==> config.mk <==
export PLATFORM = sky130hd
export DESIGN_NAME = ssd_scan_driver
export DESIGN_NICKNAME = d
export VERILOG_FILES = /design/src/rtl/ssd_scan_driver_pkg.sv /design/src/rtl/ssd_scan_driver_bin2bcd_seq.sv /design/src/rtl/ssd_scan_driver.sv
export SDC_FILE = /design/constraint.sdc
export NUM_CORES = 1
export LEC_CHECK = 0
export BUFFER_PORTS_ARGS = -buffer_cell sky130_fd_sc_hd__buf_2
export CAP_MARGIN = 20
export CORE_UTILIZATION = 55
export CTS_CLUSTER_DIAMETER = 50
export CTS_CLUSTER_SIZE = 14
export DETAILED_ROUTE_END_ITERATION = 8
export PLACE_DENSITY_LB_ADDON = 0.12
export SYNTH_ARGS = -nofsm -noshare
export SYNTH_HDL_FRONTEND = slang
export SYNTH_HIERARCHICAL = 1
export SYNTH_SLANG_ARGS = --single-unit
==> constraint.sdc <==
create_clock -name clk -period 6.6 [get_ports clk]
set_input_delay 0.66 -clock clk [delete_from_list [all_inputs] [get_ports clk]]
set_output_delay 0.66 -clock clk [all_outputs]
set_load 0.1 [all_outputs]
==> src/rtl/ssd_scan_driver_pkg.sv <==
// Shared seven-segment font, blanking constants and decimal range helper
// for the scan display driver.
package ssd_scan_driver_pkg;

    typedef enum logic {
        MODE_DEC = 1'b0,
        MODE_HEX = 1'b1
    } dispMode_e;

    localparam logic [6:0] SEG_DASH = 7'b1111110;
    localparam logic [6:0] SEG_OFF  = 7'b1111111;

    // Active-low {a,b,c,d,e,f,g}; b and d are drawn lowercase.
    function automatic logic [6:0] segFont(input logic [3:0] nib);
        logic [6:0] s;
        case (nib)
            4'h0:    s = 7'b0000001;
            4'h1:    s = 7'b1001111;
            4'h2:    s = 7'b0010010;
            4'h3:    s = 7'b0000110;
            4'h4:    s = 7'b1001100;
            4'h5:    s = 7'b0100100;
            4'h6:    s = 7'b0100000;
            4'h7:    s = 7'b0001111;
            4'h8:    s = 7'b0000000;
            4'h9:    s = 7'b0000100;
            4'hA:    s = 7'b0001000;
            4'hB:    s = 7'b1100000;
            4'hC:    s = 7'b0110001;
            4'hD:    s = 7'b1000010;
            4'hE:    s = 7'b0110000;
            4'hF:    s = 7'b0111000;
            default: s = SEG_OFF;
        endcase
        return s;
    endfunction

    function automatic logic [63:0] pow10(input int n);
        logic [63:0] p;
        p = 64'd1;
        for (int i = 0; i < n; i++) begin
            p = p * 64'd10;
        end
        return p;
    endfunction

endpackage

==> src/rtl/ssd_scan_driver_bin2bcd_seq.sv <==
// Sequential double-dabble converter: one input bit per cycle, done is
// asserted for the single cycle in which bcd holds the finished result.
module bin2bcd_seq #(
    parameter int VALUE_W    = 27,
    parameter int NUM_DIGITS = 8
) (
    input  logic                    clk,
    input  logic                    rst_n,
    input  logic                    start,
    input  logic [VALUE_W-1:0]      value,
    output logic                    busy,
    output logic                    done,
    output logic [4*NUM_DIGITS-1:0] bcd
);
    localparam int BCD_W = 4 * NUM_DIGITS;
    localparam int CNT_W = $clog2(VALUE_W + 1);

    logic [VALUE_W-1:0] shift_r;
    logic [BCD_W-1:0]   acc_r;
    logic [BCD_W-1:0]   adj_s;
    logic [CNT_W-1:0]   cnt_r;
    logic               busy_r;

    // Add-3 correction on every BCD nibble that would exceed 9 after the shift.
    always_comb begin
        adj_s = acc_r;
        for (int i = 0; i < NUM_DIGITS; i++) begin
            adj_s[4*i +: 4] = acc_r[4*i +: 4] + ((acc_r[4*i +: 4] >= 4'd5) ? 4'd3 : 4'd0);
        end
    end

    // Capture, shift VALUE_W times, then hold one done cycle before going idle.
    always_ff @(posedge clk or negedge rst_n) begin
        if (!rst_n) begin
            shift_r <= {VALUE_W{1'b0}};
            acc_r   <= {BCD_W{1'b0}};
            cnt_r   <= {CNT_W{1'b0}};
            busy_r  <= 1'b0;
        end else if (start) begin
            shift_r <= value;
            acc_r   <= {BCD_W{1'b0}};
            cnt_r   <= {CNT_W{1'b0}};
            busy_r  <= 1'b1;
        end else if (busy_r && (cnt_r != CNT_W'(VALUE_W))) begin
            shift_r <= {shift_r[VALUE_W-2:0], 1'b0};
            acc_r   <= {adj_s[BCD_W-2:0], shift_r[VALUE_W-1]};
            cnt_r   <= cnt_r + CNT_W'(1);
            busy_r  <= 1'b1;
        end else begin
            shift_r <= shift_r;
            acc_r   <= acc_r;
            cnt_r   <= cnt_r;
            busy_r  <= 1'b0;
        end
    end

    assign busy = busy_r;
    assign done = busy_r && (cnt_r == CNT_W'(VALUE_W));
    assign bcd  = acc_r;

endmodule

==> src/rtl/ssd_scan_driver.sv <==
// Multiplexed seven-segment driver: hex/decimal load path with a one-deep
// pending buffer, leading-zero blanking, overflow dashes and anti-ghost slots.
module ssd_scan_driver
    import ssd_scan_driver_pkg::*;
#(
    parameter int NUM_DIGITS = 8,
    parameter int VALUE_W    = 27,
    parameter int SCAN_DIV   = 100000,
    parameter int BLANK_CYC  = 200
) (
    input  logic                  clk,
    input  logic                  rst_n,
    input  logic [VALUE_W-1:0]    value,
    input  logic                  load,
    input  logic                  mode,
    input  logic                  blank_lz,
    input  logic [NUM_DIGITS-1:0] dp_mask,
    output logic                  busy,
    output logic                  overflow,
    output logic [NUM_DIGITS-1:0] anode,
    output logic [6:0]            seg,
    output logic                  dp
);
    localparam int BCD_W  = 4 * NUM_DIGITS;
    localparam int EXT_W  = VALUE_W + BCD_W;
    localparam int SLOT_W = $clog2(SCAN_DIV);
    localparam int IDX_W  = (NUM_DIGITS > 1) ? $clog2(NUM_DIGITS) : 1;
    localparam logic [63:0] DEC_LIMIT = pow10(NUM_DIGITS);

    logic [BCD_W-1:0]      digits_r;
    logic                  overflow_r;
    logic                  decOvfLatch_r;
    logic                  pendValid_r;
    logic [VALUE_W-1:0]    pendVal_r;
    dispMode_e             pendMode_r;
    logic [SLOT_W-1:0]     slotCnt_r;
    logic [IDX_W-1:0]      digitIdx_r;
    logic [NUM_DIGITS-1:0] anode_r;
    logic [6:0]            seg_r;
    logic                  dp_r;

    logic                  startReq_s;
    logic [VALUE_W-1:0]    startVal_s;
    dispMode_e             startMode_s;
    logic [EXT_W-1:0]      valExt_s;
    logic                  hexOvf_s;
    logic                  decOvf_s;
    logic                  engStart_s;
    logic                  engBusy_s;
    logic                  engDone_s;
    logic [BCD_W-1:0]      engBcd_s;
    logic [SLOT_W-1:0]     slotNext_s;
    logic [IDX_W-1:0]      idxNext_s;
    logic [NUM_DIGITS-1:0] shownMask_s;
    logic                  seenNz_s;
    logic [NUM_DIGITS-1:0] anodeNext_s;
    logic [6:0]            segNext_s;
    logic                  dpNext_s;

    // A fresh load wins over the pending entry; either starts only when idle.
    always_comb begin
        startReq_s = !engBusy_s && (load || pendValid_r);
        if (load) begin
            startVal_s  = value;
            startMode_s = dispMode_e'(mode);
        end else begin
            startVal_s  = pendVal_r;
            startMode_s = pendMode_r;
        end
        valExt_s   = EXT_W'(startVal_s);
        hexOvf_s   = |valExt_s[EXT_W-1:BCD_W];
        decOvf_s   = (64'(startVal_s) >= DEC_LIMIT);
        engStart_s = startReq_s && (startMode_s == MODE_DEC);
    end

    bin2bcd_seq #(
        .VALUE_W    (VALUE_W),
        .NUM_DIGITS (NUM_DIGITS)
    ) u_bin2bcd (
        .clk   (clk),
        .rst_n (rst_n),
        .start (engStart_s),
        .value (startVal_s),
        .busy  (engBusy_s),
        .done  (engDone_s),
        .bcd   (engBcd_s)
    );

    // Digit registers, overflow flag and the one-deep pending load buffer.
    always_ff @(posedge clk or negedge rst_n) begin
        if (!rst_n) begin
            digits_r      <= {BCD_W{1'b0}};
            overflow_r    <= 1'b0;
            decOvfLatch_r <= 1'b0;
            pendValid_r   <= 1'b0;
            pendVal_r     <= {VALUE_W{1'b0}};
            pendMode_r    <= MODE_DEC;
        end else begin
            if (startReq_s && (startMode_s == MODE_HEX)) begin
                digits_r   <= valExt_s[BCD_W-1:0];
                overflow_r <= hexOvf_s;
            end else if (engDone_s) begin
                digits_r   <= engBcd_s;
                overflow_r <= decOvfLatch_r;
            end else begin
                digits_r   <= digits_r;
                overflow_r <= overflow_r;
            end
            if (engStart_s) begin
                decOvfLatch_r <= decOvf_s;
            end else begin
                decOvfLatch_r <= decOvfLatch_r;
            end
            if (load && engBusy_s) begin
                pendValid_r <= 1'b1;
                pendVal_r   <= value;
                pendMode_r  <= dispMode_e'(mode);
            end else if (startReq_s) begin
                pendValid_r <= 1'b0;
            end else begin
                pendValid_r <= pendValid_r;
            end
        end
    end

    // Next slot position, and which digits survive leading-zero blanking.
    always_comb begin
        slotNext_s  = slotCnt_r + SLOT_W'(1);
        idxNext_s   = digitIdx_r;
        if (slotCnt_r == SLOT_W'(SCAN_DIV - 1)) begin
            slotNext_s = {SLOT_W{1'b0}};
            if (digitIdx_r == IDX_W'(NUM_DIGITS - 1)) begin
                idxNext_s = {IDX_W{1'b0}};
            end else begin
                idxNext_s = digitIdx_r + IDX_W'(1);
            end
        end else begin
            idxNext_s = digitIdx_r;
        end
        seenNz_s    = 1'b0;
        shownMask_s = {NUM_DIGITS{1'b0}};
        for (int i = NUM_DIGITS - 1; i >= 0; i--) begin
            seenNz_s       = seenNz_s || (digits_r[4*i +: 4] != 4'd0);
            shownMask_s[i] = seenNz_s || (i == 0) || !blank_lz || overflow_r;
        end
    end

    // Pins are decoded from the slot being entered so they stay slot-aligned.
    always_comb begin
        anodeNext_s = {NUM_DIGITS{1'b1}};
        segNext_s   = SEG_OFF;
        dpNext_s    = 1'b1;
        if ((slotNext_s >= SLOT_W'(BLANK_CYC)) && shownMask_s[idxNext_s]) begin
            anodeNext_s[idxNext_s] = 1'b0;
            segNext_s = overflow_r ? SEG_DASH : segFont(digits_r[{idxNext_s, 2'b00} +: 4]);
            dpNext_s  = ~dp_mask[idxNext_s];
        end else begin
            anodeNext_s = {NUM_DIGITS{1'b1}};
            segNext_s   = SEG_OFF;
            dpNext_s    = 1'b1;
        end
    end

    // Slot counter, digit index and registered display pins.
    always_ff @(posedge clk or negedge rst_n) begin
        if (!rst_n) begin
            slotCnt_r  <= {SLOT_W{1'b0}};
            digitIdx_r <= {IDX_W{1'b0}};
            anode_r    <= {NUM_DIGITS{1'b1}};
            seg_r      <= SEG_OFF;
            dp_r       <= 1'b1;
        end else begin
            slotCnt_r  <= slotNext_s;
            digitIdx_r <= idxNext_s;
            anode_r    <= anodeNext_s;
            seg_r      <= segNext_s;
            dp_r       <= dpNext_s;
        end
    end

    assign busy     = engBusy_s;
    assign overflow = overflow_r;
    assign anode    = anode_r;
    assign seg      = seg_r;
    assign dp       = dp_r;

endmodule

After elaboration in Yosys (flattened, before gate mapping)
Memories as Yosys holds them, arrays and structs flattened.
Cells that the tools add are included.
{"block": "word_totals", "wordCells": 125, "romBits": 112, "regBits": 164, "output_inout_bits": 18, "mem_count": 1}
{"name": "(no name shown)", "words": 16, "width": 7, "read_ports": 1, "rd_ports_with_merged_regs": 0, "wr": 0, "line_no": "ssd_scan_driver_pkg.sv:16", "source": "case (nib)"}
{"block": "classes", "magnitude_cmp": 12, "shifts": 1, "n_reduce_logical": 41, "addsub": 11, "eq_ne": 4, "mux": 37, "bitwise": 3}
{"operator": "two-way mux 32 bit", "n": 4}
{"operator": "two-way mux 27 bit", "n": 3}
{"operator": "greater-or-equal comparator 4 x 3 -> 1 bit (second input constant)", "n": 8}
{"operator": "variable part select 32 x 6 -> 4 bit", "n": 1}
{"operator": "adder 4 bit", "n": 7}
{"operator": "nonzero test 4 bit", "n": 7}
{"operator": "greater-or-equal comparator 27 bit (second input constant)", "n": 1}
{"operator": "logical OR 1 bit", "n": 21}
{"operator": "adder 17 x 1 -> 17 bit (second input constant)", "n": 1}
{"operator": "== test 17 bit (second input constant)", "n": 1}
{"operator": "greater-or-equal comparator 17 x 8 -> 1 bit (second input constant)", "n": 1}
{"operator": "two-way mux 17 bit", "n": 1}
{"operator": "two-way mux 2 bit", "n": 8}
{"operator": "two-way mux 7 bit", "n": 2}
{"operator": "two-way mux 1 bit", "n": 11}
{"operator": "two-way mux 5 bit", "n": 2}
{"operator": "logical AND 1 bit", "n": 8}
{"operator": "two-way mux 8 bit", "n": 1}
{"operator": "NOT 8 bit", "n": 1}
{"operator": "binary-select mux 1 bit (select 3 bit)", "n": 2}
{"operator": "two-way mux 3 bit", "n": 2}
{"operator": "nonzero test 2 bit", "n": 3}
{"operator": "adder 5 x 1 -> 5 bit (second input constant)", "n": 1}
{"operator": "== test 5 bit (second input constant)", "n": 1}
{"operator": "other kinds (9)", "n": 11}

Logic depth before layout (Yosys ltp)
{"block": "logic_depth", "depth_word": 13, "depth_mapped": 15}

Cells and area by module
The synthesis kept the hierarchy.
{"module": "ssd_scan_driver", "instances": 1, "cells_each": 536, "seq_area_each_um2": 2497.4, "area_per_inst_um2": 5622.9}
{"module": "bin2bcd_seq", "instances": 1, "cells_each": 404, "seq_area_each_um2": 1626.6, "area_per_inst_um2": 3699.8}

Least setup slack after synthesis
No wires, ideal clock.
{"block": "synth_timing", "path_kind": "reg2reg", "from": "reg slotCnt_r[0]", "to": "reg seg_r[6], in the netlist seg[6]", "required_time_ns": 6.522, "path_stages_with_launch": 14, "arrival_time_ns": 3.157, "setup_time_ns": 0.078, "path_slack_ns": 3.365, "cell_sequence": "dfrtp_1 -> ha_1 -> and4_4 -> and4_4 -> buf_12 -> mux2i_2 -> buf_6 -> mux2i_1 -> a32o_1 -> a221oi_2 -> inv_1 -> ha_1 -> or3_1 -> a31o_1"}
{"block": "synth_between", "elab_chain_len": 6}
{"item": "start: declaration", "line_no": "ssd_scan_driver.sv:36", "source": "logic [SLOT_W-1:0] slotCnt_r;"}
{"item": "start signal: assignment", "line_no": "ssd_scan_driver.sv:167", "source": "slotCnt_r <= {SLOT_W{1'b0}};"}
{"item": "start signal: assignment", "line_no": "ssd_scan_driver.sv:173", "source": "slotCnt_r <= slotNext_s;"}
{"item": "== test 17 bit", "line_no": "ssd_scan_driver.sv:130", "source": "if (slotCnt_r == SLOT_W'(SCAN_DIV - 1)) begin"}
{"item": "two-way mux 3 bit", "line_no": "ssd_scan_driver.sv:130"}
{"item": "variable part select 32 x 6 -> 4 bit / binary-select mux 1 bit (select 3 bit) (equally long branches)", "line_no": "ssd_scan_driver.sv:155, ssd_scan_driver.sv:153"}
{"item": "memory read (16 x 7 bit) / two-way mux 1 bit (equally long branches)"}
{"item": "two-way mux 7 bit / logical AND 1 bit (equally long branches)", "line_no": "ssd_scan_driver.sv:155, ssd_scan_driver.sv:153"}
{"item": "two-way mux 7 bit (*)", "line_no": "ssd_scan_driver.sv:153", "source": "if ((slotNext_s >= SLOT_W'(BLANK_CYC)) && shownMask_s[idxNext_s]) begin"}
{"item": "named net segNext_s[6]", "line_no": "ssd_scan_driver.sv:57", "source": "logic [6:0] segNext_s;"}
{"item": "end signal: assignment", "line_no": "ssd_scan_driver.sv:176", "source": "seg_r <= segNext_s;"}
{"item": "end: declaration", "line_no": "ssd_scan_driver.sv:39", "source": "logic [6:0] seg_r;"}
The timed path passes the listed nets; every way through them passes the cells marked *. The select of a mux whose other input is x is not followed.
A chain may end at the register's enable or synchronous reset.

Worst setup path after layout
Same ends and word-level chain as after synthesis.

==> results.sh <==
export IMPL_outcome="finished, final reports clean"
export IMPL_syn_cell_area_um2=9320
export IMPL_die_h_um=132
export IMPL_critPathArrivalTime_ns=4.22
export IMPL_coreArea_um2=16600
export IMPL_cts_setup_buffers=0
export IMPL_grt_setup_unrepaired="no"
export IMPL_worstSetupStartpointType="flip-flop"
export IMPL_final_nets=1037
export IMPL_reg2reg_depth=11
export IMPL_cts_tree="built"
export IMPL_critical_path_required_ns=6.96
export IMPL_fin_crit_ns=3.87
export IMPL_clock_sinks=164
export IMPL_dp_hpwl_mm=14.4
export IMPL_io_buffers=57
export IMPL_leakagePower_nw=4.35
export IMPL_relSlewSlack=0.381
export IMPL_drc_errors=0
export IMPL_ys_types=72
export IMPL_hold_violations=0
export IMPL_synth_ff_type="dfrtp_1"
export IMPL_syn2layout_area_growth_pct=10.5
export IMPL_ant_nets=0
export IMPL_r2r_start="slotCnt_r[0]"
export IMPL_drtIter0Drc=548
export IMPL_ys_ff_latch=164
export IMPL_place_ws_ns=2.76
export IMPL_worst_pin_slew_ns=0.928
export IMPL_synth_top_area_frac=0.397
export IMPL_r2r_slack_ns=2.73
export IMPL_stdcell_area_um2=10300
export IMPL_fin_tns_setup_ns=0
export IMPL_drt_total_wl_mm=21.6
export IMPL_worst_setup_path_end_kind="flip-flop"
export IMPL_fin_ws_ns=2.73
export IMPL_cts_buffers=17
export IMPL_path_max_fanout=19
export IMPL_setup_violations=0
export IMPL_die_area_um2=17500
export IMPL_htreeDepth=4
export IMPL_grt_pass1_vias=6900
export IMPL_r2r_end="seg[6]"
export IMPL_grt_max_degree=86
export IMPL_grt_total_usage=0.259
export IMPL_insertion_delay_ns=0.43
export IMPL_yosysMostFrequentCell="dfrtp_1"
export IMPL_placedInstanceArea_um2=9670
export IMPL_utilization=0.621
export IMPL_grt_pass1_wl_mm=35.5
export IMPL_num_vias=7146
export IMPL_hp_class="input port to async pin"
export IMPL_cts_hold_buf=0
export IMPL_die_w_um=132
export IMPL_ys_top_cells_by_area="dfrtp_1 (40%), mux2_2 (6.5%), mux2i_1 (5.0%), o21ai_0 (4.9%), dfstp_2 (4.5%)"
export IMPL_max_cap_violations=0
export IMPL_path_class="flip-flop to flip-flop"
export IMPL_cts_clk_slew_worst_paths_ns=0.07
export IMPL_globalRouteOverflowTotal=0
export IMPL_finalCritPeriodShare=0.586
export IMPL_drt_vias_per_instance=5.97
export IMPL_layout_drive_gt1_share=0.201
export IMPL_synth_fp_nets=1014
export IMPL_synthTopCellsByCount="dfrtp_1 (148), o21ai_0 (92), a21oi_1 (79)"
export IMPL_synth_top_area_cell="dfrtp_1"
export IMPL_max_freq_ghz=0.259
export IMPL_antenna_cells_inserted=0
export IMPL_vdd_ir_drop_max_mv=0.258
export IMPL_finalPower_w=0.00428
export IMPL_ys_warn_count=6
export IMPL_fp_row_count=47
export IMPL_initial_core_util=0.562
export IMPL_cts_root_buf="clkbuf_16"
export IMPL_clk_path_buf_depth=2
export IMPL_wl_per_cell_um=18.0
export IMPL_regArea_um2=4130
export IMPL_io_pins=58
export IMPL_p_per_area_nw_per_um2=416
export IMPL_ys_seq_area_frac=0.442
export IMPL_cts_resized=0
export IMPL_finalMaxSlewViolations=0
export IMPL_async_flop_share=1.00
export IMPL_synth_edf_count=0
export IMPL_nFillCells=1404
export IMPL_synth_area_per_cell_um2=9.92
export IMPL_multi_input_area_um2=4750
export IMPL_synthCells=940
export IMPL_skew_ns=0.0159
export IMPL_drt_pass1_iterations=5
export IMPL_antenna_found_initial=0
export IMPL_globalplace_congestion=0.896
-- worst max path at each step --
stage,start,to,slack (ns),depth (start not counted)
floorplan,slotCnt_r[0],seg[6],3.36,13
global placement,slotCnt_r[0],seg[6],2.84,11
detailed placement,slotCnt_r[0],seg[6],2.76,11
CTS,slotCnt_r[0],seg[6],2.75,11
global route,slotCnt_r[0],seg[6],2.47,11
finish,slotCnt_r[0],seg[6],2.73,11
-- worst max-delay path, stage by stage (launching register included) --
cell      delay, ns
dfrtp_1        0.38
ha_1           0.25
and4_4         0.28
and4_4         0.42
mux2i_4        0.59
nor2_2         0.10
a32o_1         0.29
a221oi_2       0.44
inv_1          0.21
ha_1           0.25
or3_1          0.36
a31o_1         0.21
-- cells in the final DEF (no fill, tap or decap), types with 6 or more instances in the layout --
master,synthesis,final
inv_1,36,36
nor2b_1,33,33
a211oi_1,13,13
nor2_1,31,29
o21ai_0,92,92
dfstp_2,16,16
xor2_1,16,16
a311oi_1,7,7
buf_2,14,56
nand2_1,71,71
mux2_2,54,54
a21oi_1,79,79
dfrtp_1,148,147
a31oi_1,27,27
nand2b_1,10,10
mux2i_1,47,47
nor3_1,7,6
clkbuf_16,0,17
and3_1,7,7
xnor2_1,17,17
buf_4,5,10
nand4_1,10,10
or3_1,11,11
fa_1,8,8
nand3_1,33,33
nor4_1,7,7
ha_1,26,26
-- cells by family after synthesis --
kind of cell | count (synthesis) | share of synthesized area
AOI/OAI and AO/OA | 251 | 0.159
and+or+nand+nor | 250 | 0.143
DFF | 164 | 0.442
muxes | 105 | 0.123
buffers and inverters | 103 | 0.0502
adders and majority gates | 34 | 0.0521
xor gates and xnor gates | 33 | 0.0310
-- stage by stage --
step           cells  hold WS (ns)
2_1_floorplan    940         0.364
3_3_place_gp    1163         0.459
3_5_place_dp    1163         0.470
4_1_cts         1195         0.297
5_1_grt         1196         0.314
6_report        1196         0.250
-- report_power, final --
part	switching [W]	total, W	leakage (nW)	internal (W)
clock network	0.000407	0.00101	0.288	0.000607
registers	0.000346	0.00171	1.99	0.00136
logic	0.000835	0.00155	2.07	0.000719
-- layer usage --
metal / wire length (um) / track usage / part of all wire / vias to the layer above
li1: - / - / - / 3423
met2: 10000 / 0.408 / 0.46 / 170
met5: 0 / 0 / 0 / -
met4: 378 / 0.0785 / 0.018 / 0
met3: 979 / 0.0584 / 0.045 / 28
met1: 10200 / 0.357 / 0.47 / 3525
-- state kept, by name, summed over array words and instances, names as in the netlist --
name	cells
anode	8
decOvfLatch_r	1
digitIdx_r	3
digits_r	32
dp	1
overflow	1
pendMode_r	1
pendVal_r	27
pendValid_r	1
seg	7
slotCnt_r	17
u_bin2bcd/bcd	32
u_bin2bcd/busy	1
u_bin2bcd/cnt_r	5
u_bin2bcd/shift_r	27
-- layout make-up --
cell class / count / area share
clock inverter: 11 / 0.0146
timing repair buffer: 68 / 0.0383
sequential: 164 / 0.401
inverter: 39 / 0.0147
multi-input combinational: 673 / 0.461
clock buffer: 21 / 0.0437
tap: 220 / 0.0267
Note: power is estimated with default switching activity, not from simulation.
